[config.mk]
export PLATFORM = sky130hd
export DESIGN_NAME = c7m_phase_tracker
export DESIGN_NICKNAME = d
export VERILOG_FILES = /design/src/rtl/c7m_pkg.sv /design/src/rtl/sync_ff.sv /design/src/rtl/c7m_phase_tracker.sv
export SDC_FILE = /design/constraint.sdc
export NUM_CORES = 1
export LEC_CHECK = 0
export BUFFER_PORTS_ARGS = -buffer_cell sky130_fd_sc_hd__clkbuf_2
export CAP_MARGIN = 20
export CORE_ASPECT_RATIO = 1.2
export CORE_MARGIN = 2
export CORE_UTILIZATION = 28
export CTS_BUF_LIST = sky130_fd_sc_hd__clkbuf_8
export DETAILED_ROUTE_END_ITERATION = 10
export HOLD_SLACK_MARGIN = 0.15
export MAX_ROUTING_LAYER = met4
export PLACE_DENSITY_LB_ADDON = 0.15
export SYNTH_ARGS = -nofsm -noshare
export SYNTH_HDL_FRONTEND = slang
export SYNTH_SLANG_ARGS = --single-unit
[constraint.sdc]
create_clock -name clk -period 2.2 [get_ports clk]
set_clock_uncertainty 0.2 [all_clocks]
set_input_delay 0.44 -clock clk [delete_from_list [all_inputs] [get_ports clk]]
set_output_delay 0.44 -clock clk [all_outputs]
set_load 0.01 [all_outputs]
[src/rtl/c7m_pkg.sv]
// Purpose : shared constants, types and a phase helper for the C7M phase tracker.
// Latency : n/a (package only).
// Backpressure: n/a (package only).
//
// Contents:
//   PHASES_PER_C7M / PHASE_HALF : clk cycles per C7M period, and the mid-period phase.
//   phase_t / m68k_state_t      : 3-bit phase (0..5) and 68000 half-clock state (S0..S7).
//   phase_step()                : free-running 0..5 phase increment with wrap.
package c7m_pkg;

    localparam int PHASES_PER_C7M = 6;
    localparam int PHASE_HALF     = 3;

    typedef logic [2:0] phase_t;
    typedef logic [2:0] m68k_state_t;

    localparam phase_t PHASE_LAST = phase_t'(PHASES_PER_C7M - 1);
    localparam phase_t PHASE_MID  = phase_t'(PHASE_HALF);

    // Advance the phase by one clk, wrapping after the last phase of the period.
    function automatic phase_t phase_step(input phase_t p);
        phase_t r;
        if (p == PHASE_LAST) begin
            r = '0;
        end else begin
            r = p + phase_t'(1);
        end
        return r;
    endfunction

endpackage

[src/rtl/sync_ff.sv]
// Purpose : multi-flop synchroniser for an asynchronous single-bit input.
// Latency : SYNC_STAGES clk edges from d to q.
// Backpressure: none; free-running, samples every clk.
//
// Ports:
//   clk    in  sampling clock
//   reset  in  synchronous active-high, clears the chain to 0
//   d      in  asynchronous input
//   q      out synchronised output (last flop of the chain)
// Generic: reusable for any asynchronous Amiga bus input (SYNC_STAGES >= 2).
module sync_ff #(
    parameter int SYNC_STAGES = 2
) (
    input  logic clk,
    input  logic reset,
    input  logic d,
    output logic q
);

    logic [SYNC_STAGES-1:0] chain;

    always_ff @(posedge clk) begin
        if (reset) begin
            chain <= '0;
        end else begin
            chain <= {chain[SYNC_STAGES-2:0], d};
        end
    end

    assign q = chain[SYNC_STAGES-1];

endmodule

[src/rtl/c7m_phase_tracker.sv]
// Purpose : tracks the Amiga C7M bus clock from a 6x clk; phase, edge strobes, lock, 68000 S-state.
// Latency : c7m_in edge to rise_stb/fall_stb = SYNC_STAGES+1 clk edges (+1 with C7M_FILTER_EN).
// Backpressure: none; free-running, every output is a registered per-clk status.
//
// Ports:
//   clk         in   6x C7M clock from the PLL
//   reset       in   synchronous active-high; held while the PLL is unlocked
//   c7m_in      in   raw asynchronous C7M
//   state_sync  in   request to realign m68k_state to 0 at the next phase-0 half strobe
//   phase       out  clk cycles since the last C7M rise, 0..5 (flywheels through missing edges)
//   rise_stb    out  1-clk pulse on a detected C7M rise (phase==0 in the same cycle)
//   fall_stb    out  1-clk pulse on a detected C7M fall (informational)
//   half_stb    out  1-clk pulse at phase 0 and phase 3 while locked
//   m68k_state  out  68000 half-clock state S0..S7
//   locked      out  C7M period has been stable at 6 clk for LOCK_PERIODS periods
//   err_cnt     out  saturating count of period errors
// Build option: define C7M_FILTER_EN to insert a 3-tap majority glitch filter after the synchroniser.
module c7m_phase_tracker
    import c7m_pkg::*;
#(
    parameter int SYNC_STAGES  = 2,
    parameter int LOCK_PERIODS = 4,
    parameter int ERR_W        = 8
) (
    input  logic             clk,
    input  logic             reset,
    input  logic             c7m_in,
    input  logic             state_sync,
    output logic [2:0]       phase,
    output logic             rise_stb,
    output logic             fall_stb,
    output logic             half_stb,
    output logic [2:0]       m68k_state,
    output logic             locked,
    output logic [ERR_W-1:0] err_cnt
);

    localparam logic [3:0] LOCK_TARGET = 4'(LOCK_PERIODS);

    // ------------------------------------------------------------------
    // Synchroniser, optional glitch filter, edge detect
    // ------------------------------------------------------------------
    logic c7m_sync;
    logic c7m_lvl;
    logic c7m_prev;
    logic rise;
    logic fall;

    sync_ff #(
        .SYNC_STAGES (SYNC_STAGES)
    ) u_sync (
        .clk   (clk),
        .reset (reset),
        .d     (c7m_in),
        .q     (c7m_sync)
    );

`ifdef C7M_FILTER_EN
    // Majority of the current and two previous synchronised samples: a
    // level must persist for two clk to pass, so a 1-clk glitch never
    // reaches the edge detector. Costs one clk of edge latency.
    logic [1:0] taps;

    always_ff @(posedge clk) begin
        if (reset) begin
            taps <= '0;
        end else begin
            taps <= {taps[0], c7m_sync};
        end
    end

    assign c7m_lvl = (c7m_sync & taps[0]) | (c7m_sync & taps[1]) | (taps[0] & taps[1]);
`else
    assign c7m_lvl = c7m_sync;
`endif

    always_ff @(posedge clk) begin
        if (reset) begin
            c7m_prev <= 1'b0;
        end else begin
            c7m_prev <= c7m_lvl;
        end
    end

    assign rise = c7m_lvl & ~c7m_prev;
    assign fall = ~c7m_lvl & c7m_prev;

    // ------------------------------------------------------------------
    // Phase, period check, lock and half-state next-state logic
    // ------------------------------------------------------------------
    logic             acq;       // waiting for the first rise after reset
    logic [3:0]       lock_cnt;  // consecutive good periods, saturating at LOCK_TARGET
    logic             pend;      // state_sync seen, waiting for a phase-0 half strobe

    phase_t           phase_nxt;
    logic             wrap;
    logic             good_evt;
    logic             err_evt;
    logic [3:0]       lock_cnt_nxt;
    logic             locked_nxt;
    logic [ERR_W-1:0] err_cnt_nxt;
    logic             half_nxt;
    logic             consume;
    m68k_state_t      state_nxt;
    logic             pend_nxt;
    logic             acq_nxt;

    always_comb begin
        phase_nxt    = phase_step(phase);
        wrap         = 1'b0;
        good_evt     = 1'b0;
        err_evt      = 1'b0;
        lock_cnt_nxt = lock_cnt;
        err_cnt_nxt  = err_cnt;
        state_nxt    = m68k_state;
        consume      = 1'b0;
        acq_nxt      = acq;

        // A rise always re-anchors the phase; otherwise the counter
        // flywheels so downstream timing survives a missing edge.
        if (rise) begin
            phase_nxt = '0;
            acq_nxt   = 1'b0;
        end else begin
            wrap = (phase == PHASE_LAST);
        end

        // The first rise after reset only anchors the phase. After that a
        // rise must land exactly one period after the previous anchor, and a
        // wrap without a rise means the edge went missing.
        if (!acq) begin
            good_evt = rise & (phase == PHASE_LAST);
            err_evt  = (rise & (phase != PHASE_LAST)) | wrap;
        end

        if (err_evt) begin
            lock_cnt_nxt = '0;
            if (!(&err_cnt)) begin
                err_cnt_nxt = err_cnt + ERR_W'(1);
            end
        end else if (good_evt && (lock_cnt != LOCK_TARGET)) begin
            lock_cnt_nxt = lock_cnt + 4'd1;
        end

        // Lock follows the counter by one clk and drops in the same clk as
        // the error that breaks it.
        locked_nxt = ~err_evt & (lock_cnt == LOCK_TARGET);

        half_nxt = locked_nxt & ((phase_nxt == '0) | (phase_nxt == PHASE_MID));

        // A pending realign is only honoured on the phase-0 half strobe so
        // S0 always starts on a C7M rise.
        if (!locked_nxt) begin
            state_nxt = '0;
        end else if (half_nxt) begin
            if ((phase_nxt == '0) && pend) begin
                state_nxt = '0;
                consume   = 1'b1;
            end else begin
                state_nxt = m68k_state + m68k_state_t'(1);
            end
        end

        // Requests arriving while unlocked are dropped; one arriving in the
        // same clk as a realign is absorbed by it.
        pend_nxt = locked_nxt & ~consume & (pend | (state_sync & locked));
    end

    // ------------------------------------------------------------------
    // State and output registers
    // ------------------------------------------------------------------
    always_ff @(posedge clk) begin
        if (reset) begin
            phase      <= '0;
            rise_stb   <= 1'b0;
            fall_stb   <= 1'b0;
            half_stb   <= 1'b0;
            m68k_state <= '0;
            locked     <= 1'b0;
            err_cnt    <= '0;
            lock_cnt   <= '0;
            pend       <= 1'b0;
            acq        <= 1'b1;
        end else begin
            phase      <= phase_nxt;
            rise_stb   <= rise;
            fall_stb   <= fall;
            half_stb   <= half_nxt;
            m68k_state <= state_nxt;
            locked     <= locked_nxt;
            err_cnt    <= err_cnt_nxt;
            lock_cnt   <= lock_cnt_nxt;
            pend       <= pend_nxt;
            acq        <= acq_nxt;
        end
    end

endmodule

# Word-level counts from Yosys, hierarchy flattened
# Cells that the tools add are included.
[totals]
ff_bits = 27
out_inout_bits = 18
wordCells = 55
[op_classes]
addsub = 4
n_eq_ne = 5
mux = 9
bitwise = 18
n_reduce_logical = 7
[ops]
columns = ["operator", "n"]
rows = [
  ["AND 1 bit", 9],
  ["2-to-1 mux 3 bit", 3],
  ["adder 8 x 1 -> 8 bit (second input constant)", 1],
  ["AND reduction 8 bit", 1],
  ["adder 3 x 1 -> 3 bit (second input constant)", 2],
  ["2-to-1 mux 1 bit", 6],
  ["NOT 1 bit", 6],
  ["adder 4 x 1 -> 4 bit (second input constant)", 1],
  ["equality test 4 x 3 -> 1 bit (second input constant)", 1],
  ["!= test 4 x 3 -> 1 bit (second input constant)", 1],
  ["OR reduction 2 bit", 2],
  ["equality test 3 x 2 -> 1 bit (second input constant)", 1],
  ["equality test 3 bit (second input constant)", 1],
  ["zero test 3 bit", 1],
  ["!= test 3 bit (second input constant)", 1],
  ["OR 1 bit", 3],
  ["logical AND 1 bit", 2],
  ["AND reduction 2 bit", 1],
]

# Longest topological paths before layout
[logic_depth]
ltp_word = 13
depth_mapped = 9

# By module
# From an unflattened synthesis, not the netlist that was laid out.
[hier_totals]
cells_unflattened = 122
hier_area_um2 = 1144.8
[by_module_without_submodules]
columns = ["mod", "n_inst", "cells_per_inst", "area_per_inst_um2", "seq_area_each_um2"]
rows = [
  ["c7m_phase_tracker", 1, 118, 1092.3, 500.5],
  ["sync_ff", 1, 4, 52.6, 40.0],
]

# Worst setup path after synthesis
# No wires, ideal clock.
[synth_path]
kind = "register -> register"
startpoint = "register u_sync.chain[1]"
endpoint = "register m68k_state[2]"
setup_time_ps = 88
arrival_ps = 2029
required_time_ps = 1912
slack_ps = -117
path_stages_with_launch = 10
n_path_buf = 2
cell_sequence = "dfxtp_1 -> or2b_2 -> inv_1 -> ha_1 -> nor2b_2 -> buf_6 -> or2_1 -> buf_6 -> a211o_4 -> nor4_2"
[synth_via]
elab_chain_cells = 8
[synth_lines]
columns = ["item", "line", "rtl"]
rows = [
  ["start, declared", "sync_ff.sv:20", "logic [SYNC_STAGES-1:0] chain;"],
  ["start signal, assigned", "sync_ff.sv:26", "chain <= {chain[SYNC_STAGES-2:0], d};"],
  ["AND 1 bit *", "c7m_phase_tracker.sv:85", "assign rise = c7m_lvl & ~c7m_prev;"],
  ["net rise", "c7m_phase_tracker.sv:46", "logic rise;"],
  ["AND 1 bit or 2-to-1 mux 1 bit (tied branches)", "c7m_phase_tracker.sv:133, c7m_phase_tracker.sv:121", ""],
  ["OR 1 bit", "c7m_phase_tracker.sv:133", "err_evt = (rise & (phase != PHASE_LAST)) | wrap;"],
  ["2-to-1 mux 1 bit", "c7m_phase_tracker.sv:131", "if (!acq) begin"],
  ["NOT 1 bit", "c7m_phase_tracker.sv:147", "locked_nxt = ~err_evt & (lock_cnt == LOCK_TARGET);"],
  ["AND 1 bit", "c7m_phase_tracker.sv:147", ""],
  ["NOT 1 bit (no line)", "n/a", ""],
  ["OR reduction 2 bit (no line)", "n/a", ""],
  ["end signal, assigned", "c7m_phase_tracker.sv:189", "m68k_state <= state_nxt;"],
  ["end, declared", "c7m_phase_tracker.sv:33", "output logic [2:0] m68k_state,"],
]
# The timed path passes the listed nets; every way through them passes the cells marked *.
# A chain may end at the register's enable or synchronous reset.

# Worst setup path in the final report
[layout_path]
startpoint = "register u_sync.chain[1]"
endpoint = "register m68k_state[1]"
# The elaborated chain is that of the path after synthesis.

==> impl_metrics.tcl <==
set metrics [dict create \
    cts_buffer_depth 2 \
    worst_pin_slew_ns 0.527 \
    die_w_um 62.7 \
    grt.busiest_layer "met2" \
    startpoint_type "flop" \
    cts_inserted_buffers 3 \
    netSwitchingPower_mw 0.174 \
    fmax_mhz 482 \
    fin_cells 200 \
    setup_viol 0 \
    total_power_mw 0.814 \
    met3_usage_pct 1.97 \
    r2r_cells 7 \
    ir_worst_vdd_mv 0.199 \
    rr_endpoint "m68k_state[1]$_SDFFE_PP0P_" \
    grt_max_degree 16 \
    slowest_stage "dfxtp_1" \
    syn_area_per_cell_um2 9.58 \
    sequentialPowerShare_pct 61.9 \
    cpPeakStageDelay_ns 0.35 \
    finalCritPeriodShare_pct 94.3 \
    hold_class "input port to flop" \
    tritoncts "done" \
    cts-resized-gates 0 \
    fin_setup_tns_ns 0 \
    post-route-min-period_ns 2.08 \
    use_met1_pct 10.3 \
    htreeDepth 1 \
    die-area_um2 4670 \
    netlist_area_um2 1160 \
    grt.met2_usage_pct 19.0 \
    antenna_found_initial 0 \
    gp_congestion 0.707 \
    nNetsFinal 156 \
    pwr-share-comb_pct 5.0 \
    cts_setup_buffers 0 \
    final_util_pct 34.7 \
    area_delta_synth_final_pct 19.1 \
    initial_utilization_pct 29.2 \
    ys_async_sr_fraction_pct 0 \
    relSlewSlack_pct 64.7 \
    rsz0062_at_grt "false" \
    cellPowerDensity_nw_per_um2 590 \
    status "finished clean" \
    io_pins 22 \
    ctsHoldBuffers 0 \
    overflow 0 \
    drt-vias-per-instance 4.62 \
    p_int_mw 0.640 \
    ys_seq_area_share_pct 46.7 \
    firstDrtPassIters 4 \
    remaining_drc_errors 0 \
    root_buffer "clkbuf_8" \
    place_hpwl_um 1690 \
    yosysTopAreaCell "dfxtp_1" \
    avgRoutedWirePerCell_um 10.7 \
    synth_cell_types 35 \
    placed_cell_area_um2 1340 \
    sw_frac_of_total_pct 21.4 \
    postRouteAntennaNets 0 \
    cts.sinks 27 \
    cp_max_fo 5 \
    crit_chain "or2b_4 -> inv_1 -> ha_1 -> nor2b_2 -> or2_1 -> a211o_4 -> a211oi_2" \
    cts.reportedPaths.clkPinSlew_ns 0.09 \
    synth_edf_count 0 \
    leakagePower_nw 0.592 \
    clock_latency_ns 0.27 \
    grt_pass1_vias 893 \
    core-area_um2 3970 \
    port_buffers 21 \
    stdcell_area_um2 1380 \
    diodes 0 \
    yosysTopAreaCellShare_pct 46.7 \
    arrival_ns 2.07 \
    startpoint "u_sync.chain[1]$_SDFF_PP0_" \
    placed_cells 196 \
    die_y_um 74.5 \
    finalHoldViolCount 0 \
    endpoint_kind "flop" \
    r2r_setup_slack_ns 0.12 \
    grt_pass1_wl_um 3700 \
    r2r_start "u_sync.chain[1]$_SDFF_PP0_" \
    track_usage_pct 10.2 \
    ys_seq_elements 27 \
    finalWirelength_um 2140 \
    synth_nets 130 \
    drive_gt1_share_pct 23.3 \
    crit_required_ns 2.20 \
    maxSlewViolCount 0 \
    yosysWarnings 0 \
    num_rows 25 \
    endpoint "m68k_state[1]$_SDFFE_PP0P_" \
    drtIter0Drc 38 \
    drv_cap 0 \
    path_class "flop to flop" \
    clockPowerShare_pct 33.1 \
    vias 923 \
    synthTopCellsByArea "dfxtp_1 47%, ha_1 5.4%, nor2_1 5.2%" \
    synth_flop_cell "dfxtp_1" \
    syn_inst 121 \
]
## power groups by stage
| stage | clock network, mW | logic, mW | registers [mW] |
|---|---|---|---|
| after floorplan | 0 | 0.0273 | 0.516 |
| after global placement | 0 | 0.0413 | 0.515 |
| after detailed placement | 0 | 0.0416 | 0.515 |
| after CTS | 0.285 | 0.0416 | 0.504 |
| after global routing | 0.305 | 0.0456 | 0.506 |
| final | 0.270 | 0.0407 | 0.504 |
## area by class of cell
cell class	count	area, um^2
repair buffers	24	128
flip-flops and latches	27	541
inverters	5	18.8
clock buffers	3	41.3
multi-input cells	86	581
well taps	54	67.6
fillers	436	2590
clock inverters	1	3.75
## state kept, by name, indices dropped and copies added, names as in the netlist
register      count
half_stb          1
lock_cnt          4
m68k_state        3
fall_stb          1
rise_stb          1
u_sync.chain      2
pend              1
locked            1
acq               1
c7m_prev          1
phase             3
err_cnt           8
## kinds of logic (layout without fill, tap and decap cells)
| group | count (synthesis) | count (layout) | synth area share, % |
|---|---|---|---|
| flops | 27 | 27 | 46.7 |
| buf+inv | 8 | 33 | 3.89 |
| compound gates | 19 | 19 | 11.2 |
| mux | 4 | 4 | 3.46 |
| xor+xnor | 5 | 5 | 3.78 |
| simple gates | 53 | 53 | 25.6 |
| fa+ha+maj | 5 | 5 | 5.40 |
## synth_stat cells, types with 3 or more instances
cell      count
inv_1         5
nand3_1       3
ha_1          5
mux2i_1       4
xor2_1        4
nor2_1       16
a21oi_1       6
nand2_1       5
and2_1        3
a211oi_1      3
nor3_1        4
nor2b_1       4
dfxtp_1      27
a31oi_1       3
nand3b_1      3
nand2b_1      3
## routing by layer
metal / vias up / part of all wire (%)
li1: 472 / -
met1: 431 / 44
met2: 16 / 51
met3: 4 / 3.5
met4: 0 / 1.7
met5: - / 0
## cells in the final DEF (no fill, tap or decap), types with 2 or more instances in the layout
| cell | n |
|---|---|
| buf_4 | 3 |
| nor2_1 | 16 |
| and2_1 | 3 |
| nand3b_1 | 3 |
| nand2b_1 | 3 |
| a31oi_1 | 3 |
| clkbuf_8 | 3 |
| clkbuf_2 | 21 |
| a21oi_1 | 6 |
| o211ai_1 | 2 |
| nand2_1 | 5 |
| ha_1 | 5 |
| nor2b_1 | 4 |
| o21ai_0 | 2 |
| a211oi_1 | 2 |
| nand3_1 | 3 |
| nor3_1 | 4 |
| xor2_1 | 4 |
| mux2i_1 | 4 |
| nand4_1 | 2 |
| inv_1 | 6 |
| dfxtp_1 | 27 |
## stage by stage
stage                     worst slack, ns  hold WS, ns
final                               0.125        0.176
after global routing               0.0387        0.189
after CTS                           0.110        0.173
after detailed placement            0.134        0.233
after global placement              0.171        0.219
after floorplan                   0.00877        0.206
## how the worst min path moves through the flow
stage | startpoint | to | slack (ns) | depth (start not counted)
3_5_place_dp | u_sync.chain[1]$_SDFF_PP0_ | fall_stb$_SDFF_PP0_ | 0.23 | 1
4_1_cts | c7m_in | u_sync.chain[0]$_SDFF_PP0_ | 0.17 | 2
5_1_grt | c7m_in | u_sync.chain[0]$_SDFF_PP0_ | 0.19 | 2
2_1_floorplan | u_sync.chain[1]$_SDFF_PP0_ | fall_stb$_SDFF_PP0_ | 0.21 | 1
6_report | c7m_in | u_sync.chain[0]$_SDFF_PP0_ | 0.18 | 2
3_3_place_gp | u_sync.chain[1]$_SDFF_PP0_ | fall_stb$_SDFF_PP0_ | 0.22 | 1
## critical path, delay by kind of cell, from the launching register on
| family | cells | cell delay (ns) |
|---|---|---|
| AOI/OAI and AO/OA | 2 | 0.49 |
| and+or+nand+nor | 3 | 0.69 |
| adders and majority gates | 1 | 0.23 |
| buffers and inverters | 1 | 0.06 |
| DFF | 1 | 0.35 |
No activity file was read; power rests on OpenSTA's default activity.
